File: src/rtl/riscv_memory_arbiter.sv
// riscv_memory_arbiter: N-channel arbiter onto one main-memory port, with an in-order tag FIFO
// that routes each memory_ready back to its issuer. Optional counters under RISCV_ARBITER_STATS_EN.
module riscv_memory_arbiter #(
    parameter int CHANNELS        = 2,
    parameter int ADDR_WIDTH      = 32,
    parameter int DATA_WIDTH      = 32,
    parameter int MAX_OUTSTANDING = 4,
    parameter int ROUND_ROBIN     = 0
) (
    input  logic                           clock,
    input  logic                           reset,
    input  logic [CHANNELS*ADDR_WIDTH-1:0] req_address,
    input  logic [CHANNELS-1:0]            req_read,
    input  logic [CHANNELS-1:0]            req_write,
    input  logic [CHANNELS*DATA_WIDTH-1:0] req_data,
    output logic [CHANNELS-1:0]            req_grant,
    output logic [DATA_WIDTH-1:0]          resp_data,
    output logic [CHANNELS-1:0]            resp_ready,
    output logic [ADDR_WIDTH-1:0]          memory_address,
    output logic                           memory_read,
    output logic                           memory_write,
    output logic [DATA_WIDTH-1:0]          memory_out,
    input  logic                           memory_stall,
    input  logic [DATA_WIDTH-1:0]          memory_in,
    input  logic                           memory_ready,
    output logic                           unexpected_ready,
    output logic [CHANNELS*32-1:0]         stat_grants,
    output logic [CHANNELS*32-1:0]         stat_wait
);
    localparam int TAG_W = (CHANNELS > 1) ? $clog2(CHANNELS) : 1;
    localparam int PTR_W = $clog2(MAX_OUTSTANDING);
    localparam int CNT_W = PTR_W + 1;

    // Handshake: a channel is valid while req_read|req_write is high and must hold its request
    // stable until req_grant[i]; the grant cycle is the transfer. Completions arrive in order.
    logic [CHANNELS-1:0]   req_valid;
    logic [TAG_W-1:0]      last_grant;
    logic [TAG_W-1:0]      sel;
    logic                  sel_found;
    logic                  grant_en;
    logic                  pop;
    logic [TAG_W-1:0]      tag_mem [MAX_OUTSTANDING];
    logic [PTR_W-1:0]      rd_ptr;
    logic [PTR_W-1:0]      wr_ptr;
    logic [CNT_W-1:0]      count;
    logic [ADDR_WIDTH-1:0] addr_arr [CHANNELS];
    logic [DATA_WIDTH-1:0] data_arr [CHANNELS];

    assign req_valid = req_read | req_write;

    for (genvar g = 0; g < CHANNELS; g++) begin : g_unpack
        assign addr_arr[g] = req_address[g*ADDR_WIDTH +: ADDR_WIDTH];
        assign data_arr[g] = req_data[g*DATA_WIDTH +: DATA_WIDTH];
    end

    function automatic logic [TAG_W-1:0] chan_at(input int k, input logic [TAG_W-1:0] base);
        int idx;
        if (ROUND_ROBIN != 0) idx = (int'(base) + 1 + k) % CHANNELS;
        else                  idx = k;
        return TAG_W'(idx);
    endfunction

    // Scan from the lowest search position last, so the earliest position in search order wins.
    always_comb begin
        sel       = '0;
        sel_found = 1'b0;
        for (int k = CHANNELS - 1; k >= 0; k--) begin
            if (req_valid[chan_at(k, last_grant)]) begin
                sel       = chan_at(k, last_grant);
                sel_found = 1'b1;
            end
        end
    end

    assign grant_en = sel_found && !memory_stall && !reset && (count < CNT_W'(MAX_OUTSTANDING));

    always_comb begin
        req_grant      = '0;
        memory_address = '0;
        memory_read    = 1'b0;
        memory_write   = 1'b0;
        memory_out     = '0;
        if (grant_en) begin
            req_grant[sel] = 1'b1;
            memory_address = addr_arr[sel];
            memory_write   = req_write[sel];
            memory_read    = req_read[sel] & ~req_write[sel];
            memory_out     = data_arr[sel];
        end
    end

    assign pop       = memory_ready && (count != '0) && !reset;
    assign resp_data = reset ? '0 : memory_in;

    always_comb begin
        resp_ready = '0;
        if (pop) resp_ready[tag_mem[rd_ptr]] = 1'b1;
    end

    always_ff @(posedge clock) begin
        if (grant_en) tag_mem[wr_ptr] <= sel;
    end

    always_ff @(posedge clock or posedge reset) begin
        if (reset) begin
            rd_ptr           <= '0;
            wr_ptr           <= '0;
            count            <= '0;
            last_grant       <= TAG_W'(CHANNELS - 1);
            unexpected_ready <= 1'b0;
        end else begin
            if (grant_en) begin
                wr_ptr     <= wr_ptr + 1'b1;
                last_grant <= sel;
            end
            if (pop) rd_ptr <= rd_ptr + 1'b1;
            if (grant_en && !pop)      count <= count + 1'b1;
            else if (pop && !grant_en) count <= count - 1'b1;
            if (memory_ready && (count == '0)) unexpected_ready <= 1'b1;
        end
    end

`ifdef RISCV_ARBITER_STATS_EN
    for (genvar g = 0; g < CHANNELS; g++) begin : g_stats
        logic [31:0] grant_cnt;
        logic [31:0] wait_cnt;
        always_ff @(posedge clock or posedge reset) begin
            if (reset) begin
                grant_cnt <= '0;
                wait_cnt  <= '0;
            end else begin
                if (req_grant[g] && (grant_cnt != '1)) grant_cnt <= grant_cnt + 32'd1;
                if (req_valid[g] && !req_grant[g] && (wait_cnt != '1)) wait_cnt <= wait_cnt + 32'd1;
            end
        end
        assign stat_grants[g*32 +: 32] = grant_cnt;
        assign stat_wait[g*32 +: 32]   = wait_cnt;
    end
`else
    assign stat_grants = '0;
    assign stat_wait   = '0;
`endif

endmodule

File: config.mk
export PLATFORM = sky130hd
export DESIGN_NAME = riscv_memory_arbiter
export DESIGN_NICKNAME = d
export VERILOG_FILES = /design/src/rtl/riscv_memory_arbiter.sv
export SDC_FILE = /design/constraint.sdc
export NUM_CORES = 1
export LEC_CHECK = 0
export BUFFER_PORTS_ARGS = -buffer_cell sky130_fd_sc_hd__buf_2
export CAP_MARGIN = 20
export CORE_AREA = 2 2 155 157
export CTS_CLUSTER_SIZE = 10
export DETAILED_ROUTE_END_ITERATION = 6
export DIE_AREA = 0 0 157 159
export GPL_TIMING_DRIVEN = 0
export SLEW_MARGIN = 0
export SYNTH_ARGS = -nofsm -noshare
export SYNTH_HDL_FRONTEND = slang
export SYNTH_SLANG_ARGS = --single-unit
File: constraint.sdc
create_clock -name clock -period 4.2 [get_ports clock]
set_input_delay 0.42 -clock clock [delete_from_list [all_inputs] [get_ports clock]]
set_output_delay 0.42 -clock clock [all_outputs]
set_load 0.05 [all_outputs]
==> run_results.csv <==
group,metric,value,unit
outcome,status,"finished, final reports clean",
route,drt_iter0_drc,79,
sta,rsz0062_at_grt,"false",
setup_path,start_kind,"flop",
clocking,cts_tree,"yes",
synthesis,ys_warn_count,0,
floorplanning,core,23190,sq um
setup_path,critPathArrivalTime,2.36,ns
synthesis,postSynthAreaPerCell,8.418,sq um
pwr,p_per_area,293.9,nW/um^2
synthesis,synth_area_leader_cell,"buf_4",
floorplanning,die-area,24960,sq um
sta,setup_viol,0,
layout,synthToLayoutAreaGrowth,91.92,%
global_route,grt_pass1_vias,2711,
layout,fillCellCount,2608,
global_route,gr-usage-all-layers,0.07279,
floorplanning,die_height,159,um
synthesis,synth_xor_area_frac,0.02095,
route,routed_via_density,3.018,
synthesis,synthSimpleGateAreaFrac,0.1277,
layout,utilization,0.2076,
global_route,grt_first_pass_wirelength,14.14,mm
route,drc,0,
layout,final_cell_mix,"buf_2, buf_4, conb_1, a22o_1, nor2b_1",
clocking,h-tree-depth,1,
setup_path,required,3.78,ns
clocking,cts_sinks,12,
pwr,vdd_drop_max,0.08732,mV
layout,diodes,0,
sta,drv_slew,0,
sta,clock.fmax,0.3598,GHz
route,drt-total-wl,10.49,mm
synthesis,synth_edf_count,4,
placed_design,io_buffers,270,
sta,fin_crit,2.779,ns
clocking,cts_root_buffer,"clkbuf_16",
global_route,grt_max_degree,11,
clocking,cts_made_buffers,3,
global_route,antenna_found_initial,0,
setup_path,path_cells,"or3_4, nor2_1, buf_2, buf_2, a22o_1, buf_2",
global_route,overflow,0,
layout,final_layout_size_suffix_gt1_frac,0.6009,
clocking,hold_buffers,0,
placed_design,place.gp.congestion,0.7558,
sta,period_share,0.6617,
synthesis,synth_top_family_by_area,"buffers and inverters",
clocking,postCtsSetupBuffers,0,
synthesis,syn_inst,298,
hold_path,hold_path_class,"in2reg",
sta,hold_viol,0,
route,drt-wirelength-per-cell,10.31,um
route,ant_nets,0,
synthesis,synth_mux_area_frac,0.01796,
sta,final.setup_skew,0.0006060,ns
setup_path,critPathMaxFanout,10,
synthesis,syn_area,2509,sq um
route,vias,3072,
setup_path,ff2ff_setup_slack,1.65,ns
route,firstDrtPassIters,4,
synthesis,ys_ff_latch,12,
setup_path,crit_path_frequent_cell,"buf_2",
synthesis,yosysUniqueCellTypes,25,
clocking,cts_resized,0,
sta,relSlewSlack,0.5902,
layout,layout.nets,874,
floorplanning,ioPinCount,399,
clocking,clk_latency,0.24,ns
sta,final.setup.tns,0,ns
synthesis,ys_seq_area_frac,0.1277,
clocking,clk_pin_slew,0.04,ns
setup_path,cp-end-kind,"output pin",
sta,tightest_slew,0.6147,ns
floorplanning,start_util,0.1082,
pwr,p_leak,2.996,nW
job,max_cap_viol_count,0,
synthesis,yosys-top-cells-area,"buf_4, a22o_1, nor2b_1, dfrtp_1, edfxtp_1",
setup_path,worst_path_max_delay_cell,"or3_4",
setup_path,crit_path_max_incr_delay,0.43,ns
synthesis,yosys.area.top_type_share,0.3860,
synthesis,synthArstFlopShare,0.6667,
synthesis,synth_fa_ha_area_frac,0.03292,
pwr,p_total,1.415,mW
placed_design,place_hpwl,9.454,mm
clocking,clk_path_buf_depth,2,
synthesis,synth_ff_type,"dfrtp_1",
layout,final_common_cell,"buf_2",
synthesis,synth_compound_area_frac,0.2324,
setup_path,criticalPathCategory,"reg2out",
floorplanning,die_x,157,um
floorplanning,row_count,56,
[cells by family after synthesis]
logic type / Yosys count
buf+inv: 152
other cells: 1
mux: 3
fa+ha+maj: 6
xor+xnor: 6
flops: 12
simple gates: 50
compound gates: 68
[critical path, delay by kind of cell, from the launching register on]
kind	cells	cell delay, ns
AO/OA/AOI/OAI	1	0.21
flip-flops	1	0.40
buffers and inverters	3	0.86
AND/OR/NAND/NOR	2	0.64
[Yosys cell counts (2+ instances only)]
cell type,number
xnor2_1,3
nor2_1,6
buf_2,7
nor3_1,3
buf_6,5
and2_1,4
a21oi_1,3
edfxtp_1,4
dfrtp_1,8
inv_1,6
a22o_1,64
xor2_1,3
mux2_2,2
buf_4,129
clkbuf_1,5
ha_1,5
nor2b_1,33
[stage by stage]
step                      instances  hold slack, ns  worst slack [ns]  area [sq um]
after CTS                      1018          0.4105             1.319          4815
after global placement         1014          0.4386             1.428          4736
after detailed placement       1014          0.4436             1.416          4736
final                          1018          0.4089             1.421          4815
after floorplan                 425          0.4488             1.653          2985
after global routing           1018          0.4209             1.227          4815
[sequential cells by signal, indices dropped and copies added, names as in the netlist]
register          cells
unexpected_ready      1
count                 3
tag_mem               4
rd_ptr                2
wr_ptr                2
[power breakdown]
group	internal, mW	switching [mW]
registers	0.163	0.0368
clock network	0.125	0.0477
logic	0.313	0.729
[metal layers]
metal | vias to the layer above | track usage | part of all wire
met2 | 181 | 0.1487 | 0.53
met1 | 1315 | 0.07658 | 0.38
met5 | - | 0 | 0
met3 | 7 | 0.01007 | 0.075
li1 | 1569 | - | -
met4 | 0 | 0.01585 | 0.011
[cell type report]
class,instances,area [sq um],share of cell area
Timing Repair Buffer,270,1351,0.2807
Inverter,6,22.52,0.004678
Tap cell,319,399.1,0.08290
Multi-Input combinational cell,261,1564,0.3248
Clock inverter,1,3.754,0.0007796
Buffer,146,1079,0.2240
Clock buffer,3,75.07,0.01559
Sequential cell,12,320.3,0.06653
[worst paths after layout]
check / from / to / cells after the start
min: memory_ready / unexpected_ready / 2
max in group asynchronous: reset / unexpected_ready / 3
min reg2reg: unexpected_ready / unexpected_ready / 1
max: count[2] / memory_out[10] / 6
max reg2reg: count[2] / count[2] / 8
min in group asynchronous: reset / count[0] / 3
No activity file was read; power rests on OpenSTA's default activity.
